--- src/rtl/pipe_pkg.sv ---
// Shared constants for the pipeline-stage register: FSM state encoding and
// the width of the occupancy count.
package pipe_pkg;

   localparam int CNT_W = 2;

   typedef enum logic [1:0] {
      ST_EMPTY = 2'd0,
      ST_ONE   = 2'd1,
      ST_FULL  = 2'd2
   } state_e;

endpackage

--- src/rtl/pipe_data_reg.sv ---
// Single payload register with load enable and synchronous clear.
// The clear input takes priority over the load input.
module pipe_data_reg #(
   parameter int               WIDTH     = 32,
   parameter logic [WIDTH-1:0] RESET_VAL = '0
) (
   input  logic             clk,
   input  logic             resetn,
   input  logic             i_load,
   input  logic             i_clear,
   input  logic [WIDTH-1:0] i_d,
   output logic [WIDTH-1:0] o_q
);

   logic [WIDTH-1:0] r_q;

   always_ff @(posedge clk or negedge resetn) begin
      if (!resetn) begin
         r_q <= RESET_VAL;
      end else if (i_clear) begin
         r_q <= RESET_VAL;
      end else if (i_load) begin
         r_q <= i_d;
      end
   end

   assign o_q = r_q;

endmodule

--- src/rtl/pipe_stage_reg.sv ---
// Pipeline-stage register with valid/ready handshake, synchronous flush and
// an optional two-entry skid buffer (SKID=1) that registers o_ready.
module pipe_stage_reg
   import pipe_pkg::*;
#(
   parameter int               WIDTH     = 32,
   parameter logic [WIDTH-1:0] RESET_VAL = '0,
   parameter bit               SKID      = 1'b1
) (
   input  logic             clk,
   input  logic             resetn,
   input  logic             i_valid,
   output logic             o_ready,
   input  logic [WIDTH-1:0] i_data,
   output logic             o_valid,
   input  logic             i_ready,
   output logic [WIDTH-1:0] o_data,
   input  logic             i_flush,
   output logic [CNT_W-1:0] o_count
);

   // Handshake: a beat moves on a rising edge when valid and ready are both
   // high; valid never waits on ready, and o_data/o_valid hold while stalled.
   logic             w_accept;
   logic             w_take;
   logic             w_main_load;
   logic [WIDTH-1:0] w_main_d;

   assign w_accept = i_valid & o_ready;
   assign w_take   = o_valid & i_ready;

   pipe_data_reg #(
      .WIDTH     (WIDTH),
      .RESET_VAL (RESET_VAL)
   ) u_main (
      .clk     (clk),
      .resetn  (resetn),
      .i_load  (w_main_load),
      .i_clear (i_flush),
      .i_d     (w_main_d),
      .o_q     (o_data)
   );

   generate
      if (SKID) begin : g_skid
         state_e           r_state;
         logic             r_ready;
         logic             r_valid;
         logic [CNT_W-1:0] r_count;
         logic             w_skid_load;
         logic [WIDTH-1:0] w_skid_q;

         // Main entry loads from upstream, except when draining the skid.
         assign w_main_load = ((r_state == ST_EMPTY) && w_accept) ||
                              ((r_state == ST_ONE) && w_accept && w_take) ||
                              ((r_state == ST_FULL) && w_take);
         assign w_main_d    = (r_state == ST_FULL) ? w_skid_q : i_data;
         assign w_skid_load = (r_state == ST_ONE) && w_accept && !w_take;

         pipe_data_reg #(
            .WIDTH     (WIDTH),
            .RESET_VAL (RESET_VAL)
         ) u_skid (
            .clk     (clk),
            .resetn  (resetn),
            .i_load  (w_skid_load),
            .i_clear (i_flush),
            .i_d     (i_data),
            .o_q     (w_skid_q)
         );

         always_ff @(posedge clk or negedge resetn) begin
            if (!resetn) begin
               r_state <= ST_EMPTY;
               r_ready <= 1'b1;
               r_valid <= 1'b0;
               r_count <= CNT_W'(0);
            end else if (i_flush) begin
               r_state <= ST_EMPTY;
               r_ready <= 1'b1;
               r_valid <= 1'b0;
               r_count <= CNT_W'(0);
            end else begin
               case (r_state)
                  ST_EMPTY: begin
                     if (w_accept) begin
                        r_state <= ST_ONE;
                        r_valid <= 1'b1;
                        r_count <= CNT_W'(1);
                     end
                  end
                  ST_ONE: begin
                     if (w_accept && !w_take) begin
                        r_state <= ST_FULL;
                        r_ready <= 1'b0;
                        r_count <= CNT_W'(2);
                     end else if (!w_accept && w_take) begin
                        r_state <= ST_EMPTY;
                        r_valid <= 1'b0;
                        r_count <= CNT_W'(0);
                     end
                  end
                  ST_FULL: begin
                     if (w_take) begin
                        r_state <= ST_ONE;
                        r_ready <= 1'b1;
                        r_count <= CNT_W'(1);
                     end
                  end
                  default: begin
                     r_state <= ST_EMPTY;
                     r_ready <= 1'b1;
                     r_valid <= 1'b0;
                     r_count <= CNT_W'(0);
                  end
               endcase
            end
         end

         assign o_ready = r_ready;
         assign o_valid = r_valid;
         assign o_count = r_count;
      end else begin : g_single
         logic r_valid;

         always_ff @(posedge clk or negedge resetn) begin
            if (!resetn) begin
               r_valid <= 1'b0;
            end else if (i_flush) begin
               r_valid <= 1'b0;
            end else if (w_accept) begin
               r_valid <= 1'b1;
            end else if (w_take) begin
               r_valid <= 1'b0;
            end
         end

         assign w_main_load = w_accept;
         assign w_main_d    = i_data;
         assign o_ready     = !r_valid | i_ready;
         assign o_valid     = r_valid;
         assign o_count     = CNT_W'(r_valid);
      end
   endgenerate

endmodule
--- config.mk ---
export PLATFORM = sky130hd
export DESIGN_NAME = pipe_stage_reg
export DESIGN_NICKNAME = d
export VERILOG_FILES = /design/src/rtl/pipe_pkg.sv /design/src/rtl/pipe_data_reg.sv /design/src/rtl/pipe_stage_reg.sv
export SDC_FILE = /design/constraint.sdc
export NUM_CORES = 1
export LEC_CHECK = 0
export ABC_AREA = 1
export BUFFER_PORTS_ARGS = -buffer_cell sky130_fd_sc_hd__buf_2
export CAP_MARGIN = 20
export CORE_MARGIN = 5
export CORE_UTILIZATION = 45
export CTS_BUF_LIST = sky130_fd_sc_hd__clkbuf_2 sky130_fd_sc_hd__clkbuf_4 sky130_fd_sc_hd__clkbuf_8
export CTS_CLUSTER_DIAMETER = 150
export DETAILED_ROUTE_END_ITERATION = 8
export PLACE_DENSITY_LB_ADDON = 0.05
export SETUP_SLACK_MARGIN = 0.5
export SYNTH_ARGS = -nofsm -noshare
export SYNTH_HDL_FRONTEND = slang
export SYNTH_HIERARCHICAL = 1
export SYNTH_SLANG_ARGS = --single-unit
--- constraint.sdc ---
create_clock -name clk -period 1.4 [get_ports clk]
set_input_delay 0.21 -clock clk [delete_from_list [all_inputs] [get_ports clk]]
set_output_delay 0.21 -clock clk [all_outputs]
set_load 0.05 [all_outputs]
Word-level counts from Yosys, hierarchy flattened
Index checks and enable logic that the tools add are counted.
{ "word_totals": {"ff_bits": 68, "inputBits": 37, "output_inout_bits": 36, "word_cells": 54} }
{ "classes": {"eq_ne": 10, "n_mux": 20, "n_bitwise": 2, "reduce_logical": 17} }
{ "op_table": {"columns": ["op", "n"], "rows": [
  ["32-bit two-way mux", 5],
  ["2-bit two-way mux", 5],
  ["3-bit != test (second input constant)", 3],
  ["1-bit logical AND", 7],
  ["1-bit two-way mux", 7],
  ["3-bit by 2-bit != test with 1-bit output (second input constant)", 2],
  ["1-bit one-hot mux with 3 select lines", 2],
  ["2-bit one-hot mux with 3 select lines", 1],
  ["3-bit AND reduction", 2],
  ["2-bit != test (second input constant)", 2],
  ["4-bit by 2-bit != test with 1-bit output (second input constant)", 1],
  ["4-bit AND reduction", 1],
  ["2-bit nonzero test", 2],
  ["1-bit AND", 2],
  ["2-bit by 1-bit == test with 1-bit output (second input constant)", 1],
  ["2-bit == test (second input constant)", 1],
  ["1-bit logical NOT", 2],
  ["2-bit logical NOT", 1],
  ["1-bit logical OR", 2]
]} }

Depth between registers and ports, before layout
{ "depth": {"word_depth": 7, "ltp_mapped": 9, "ltp_nobuf": 7} }

Hierarchy
Netlist, hierarchy kept.
{ "by_module_without_submodules": {"columns": ["mod", "instances", "cells_per_inst", "area_per_inst_um2"], "rows": [
  ["pipe_data_reg", 2, 140, 1351.3],
  ["pipe_stage_reg", 1, 141, 709.4]
]} }

Least setup slack after synthesis
No wires, ideal clock.
{ "synth_timing": {"path_type": "register -> register", "start": "reg, netlist name o_count[0]", "end": "reg u_main.r_q[10] (netlist: u_main/o_q[10])", "arrival_ns": 1.642, "required_time_ns": 1.335, "slack_ns": -0.307, "stages_incl_launch_ff": 9, "path_buffers": 3, "period_less_slack_ns": 1.707, "cell_sequence": "dfrtp_1 -> inv_2 -> nand2_4 -> buf_4 -> a21oi_1 -> buf_4 -> buf_2 -> nand3_1 -> nand2_1"} }
{ "synth_lines": {"columns": ["element", "line_no", "rtl"], "rows": [
  ["end signal: assignment", "pipe_data_reg.sv:23", "r_q <= i_d;"],
  ["end: declaration", "pipe_data_reg.sv:15", "logic [WIDTH-1:0] r_q;"]
]} }

Worst setup path in the final report
{ "layout_timing": {"start": "reg g_skid.r_ready (netlist: o_ready)", "end": "reg u_main.r_q[31] (netlist: u_main/o_q[31])"} }
{ "layout_between": {"elab_chain_len": 6} }
{ "layout_rtl": {"columns": ["element", "line_no", "rtl"], "rows": [
  ["start: declaration", "pipe_stage_reg.sv:47", "logic r_ready;"],
  ["start signal: assignment", "pipe_stage_reg.sv:75", "r_ready <= 1'b1;"],
  ["start signal: assignment", "pipe_stage_reg.sv:80", "r_ready <= 1'b1;"],
  ["start signal: assignment", "pipe_stage_reg.sv:95", "r_ready <= 1'b0;"],
  ["1-bit AND *", "pipe_stage_reg.sv:29", "assign w_accept = i_valid & o_ready;"],
  ["1-bit logical AND (2 in a row)", "pipe_stage_reg.sv:55", "((r_state == ST_ONE) && w_accept && w_take) ||"],
  ["1-bit logical OR *", "pipe_stage_reg.sv:54", "assign w_main_load = ((r_state == ST_EMPTY) && w_accept) ||"],
  ["1-bit logical OR *", "pipe_stage_reg.sv:55", null],
  ["named net w_main_load", "pipe_stage_reg.sv:26", "logic w_main_load;"],
  ["2-bit nonzero test (no line) *", null, null]
]} }
Mark *: on every way through the listed nets, which the timed path passes. The rest lies on a longest branch.
A chain may end at the register's enable or synchronous reset.

==> results.md <==
- Status: finished, violations left
- Failing checks: hold timing, setup timing
- WP data required: 1.62 ns
- Pwr Density: approximately 1200 nW/µm²
- Clock power frac: 0.226
- Slack of the critical path: -0.113 ns
- Buffers on Ports: 72
- H-tree depth: 3
- VDD IR max: between 600 and 700 µV
- Layout cells sized above 1: 0.430
- Die Wd: about 97 µm
- Filler instances: between 600 and 700
- GRT Overall Usage: 0.189
- CTS buffer count: 9
- Vias per std cell: 4.81
- Tcrit/Tclk final: 1.08
- Switching Fraction: 0.363
- Initial Util: 0.465
- Pint: 3990 µW
- Die H: 97.1 µm
- Register area share after synthesis: 0.499
- Number of global-route vias before repair: roughly 3,000
- Largest net degree at the start of global routing: 33
- Yosys cell types: 21
- CTS sink count: just under 70
- Flip-flop and latch area: 1710 µm²
- R2R Setup Slk: -0.11 ns
- Combinational power share: 0.400
- Average wire per standard cell: 14.4 µm
- Antenna viol nets, final: 0
- GRT overflow: 0
- Io pins: 73
- Most frequent cells in the layout: nand2_1 (187), dfrtp_1 (64), nand3_1 (50), buf_4 (40), buf_6 (39)
- Worst endpoint data arrival time: 1.74 ns
- Core ar.: ~7300 µm²
- Share of power burned in registers: 0.374
- Reg2reg path depth: 9
- Leak: 0.00284 µW
- Mapped cell area: approximately 3400 µm²
- MaxCap Viol Count: 0
- Routability cong.: 0.791
- Hpwl dp: around 5600 µm
- CTS Root Cell: clkbuf_8
- Clock tree buffer depth: 2
- CTS tree: yes
- Mapped Cells: 421
- Final hold violation count: 24
- Crit Path Max Fanout: 8
- DRT iter0 DRCs: approximately 120
- ANT cells: 0
- Sw power: 2280 µW
- Syn. warnings: 6
- Worst-path clk slew: ~0.07 ns
- Setup violators final: 64
- Clock skew: ~0.0084 ns
- Area Overhead vs Synth: 47.3%
- RSZ-0062 raised after global routing: true
- Syn Nets: 458
- DRC: 0
- Final total power: 6270 µW
- Antenna violations before repair: 0
- Hold WC Path Type: in -> async
- FF+latch count, synth: 68
- CP startpoint kind: flip-flop
- Area occupied by multi-input gates: 1610 µm²
- CP endpoint: u_main/o_q[31]
- Slew of the pin with the lowest slew margin: 0.642 ns
- WL final: slightly above 9000 µm
- First-pass GRT wire length: 14,700 µm
- Final setup TNS: -4.98 ns
- Die area: 9420 µm²
- CP startpoint: o_ready
- Hold WS: -0.214 ns
- Reg-to-Reg End: u_main/o_q[31]
- Synthesized area per cell: about 8.1 µm²
- Row Count: 31
- Worst setup EP type: flip-flop
- CP Class: reg -> reg
- Worst-Skew Late Latency: 0.34 ns
- Commonest non-fill, non-tap cell in the layout: nand2_1
- Fin crit period: approximately 1.5 ns
- Vias: 3,103
- Final Max Slew Viols: 0
- Relative slew slack: 0.571
- Post-layout nets: 580
- Reg-to-reg startpoint: o_ready
- Maximum clock rate: 0.661 GHz
- Pre-antenna DRT Iters: 4
[Yosys cell counts, drive strengths merged]
| cell type | number | share of area |
|---|---|---|
| clkbuf | 2 | 0.0081 |
| nand2 | 236 | 0.27 |
| o21bai | 1 | 0.0022 |
| dfstp | 1 | 0.0077 |
| a21oi | 3 | 0.0044 |
| nor2 | 9 | 0.022 |
| dfrtp | 67 | 0.49 |
| o21ai | 1 | 0.0015 |
| nand3 | 66 | 0.11 |
| inv | 10 | 0.012 |
| o31ai | 1 | 0.0022 |
| buf | 24 | 0.068 |
[power groups by stage]
stage | combinational, µW | sequential [µW] | clock, µW
4_1_cts | 2170 | 2330 | 1440
6_report | 2510 | 2340 | 1420
3_3_place_gp | 1720 | 2320 | 0
2_1_floorplan | 717 | 2820 | 0
3_5_place_dp | 1730 | 2330 | 0
5_1_grt | 2670 | 2370 | 1550
[logic make-up after synthesis]
| group | Yosys count | share of synthesized area |
|---|---|---|
| AO/OA/AOI/OAI | 6 | 0.0103 |
| buffers and inverters | 36 | 0.0876 |
| AND/OR/NAND/NOR | 311 | 0.403 |
| flip-flops | 68 | 0.499 |
[worst max-delay path, cell delays in order, from the launching register on]
cell and delay [ns]:
dfstp_2 0.54, nand2_2 0.06, inv_2 0.06, nand2_2 0.06
a21oi_4 0.22, buf_12 0.15, nor2_8 0.05, clkbuf_16 0.16
nand2_1 0.06, nand2_1 0.05
[routing by layer]
metal	track usage	wire length, µm	up-vias
met1	0.239	4120	1458
met5	0	0	-
met4	0.0626	63	0
met2	0.315	4550	82
li1	-	-	1557
met3	0.0510	532	6
[worst min path at each step]
stage,from,depth (start not counted),to
after floorplan,resetn,0,g_skid.u_skid/o_q[0]
after CTS,resetn,1,u_main/o_q[28]
after global placement,resetn,1,u_main/o_q[28]
final,resetn,1,u_main/o_q[28]
after detailed placement,resetn,1,u_main/o_q[28]
after global routing,resetn,1,u_main/o_q[28]
[sequential cells by signal (all words and copies together) (netlist names)]
name / flops
o_valid: 1
o_count: 2
u_main/o_q: 32
g_skid.u_skid/o_q: 32
o_ready: 1
[layout make-up]
| type | count | area share |
|---|---|---|
| clock inverter | 2 | 0.00249 |
| timing repair buffer | 137 | 0.274 |
| clock buffer | 12 | 0.0304 |
| inverter | 10 | 0.00846 |
| tap | 99 | 0.0246 |
| multi-input combinational | 317 | 0.320 |
| sequential | 68 | 0.340 |
[repair_timing]
item,4_1_cts,5_1_grt
cloned,1,6
hold endpoints to repair,24,24
gates resized for setup,88,59
pin swaps,3,6
setup endpoints to repair,104,104
setup buffers,15,18
[through the flow]
stage,worst slack (ns),std cells,instance area (µm²),utilization
after floorplan,-0.219,421,3440,-
after global placement,-0.153,591,3960,0.540
after detailed placement,-0.183,591,3960,0.540
after CTS,-0.0982,621,4580,0.625
after global routing,-0.193,645,5030,0.686
final,-0.113,645,5030,0.686
(Power assumes the default switching activity.)
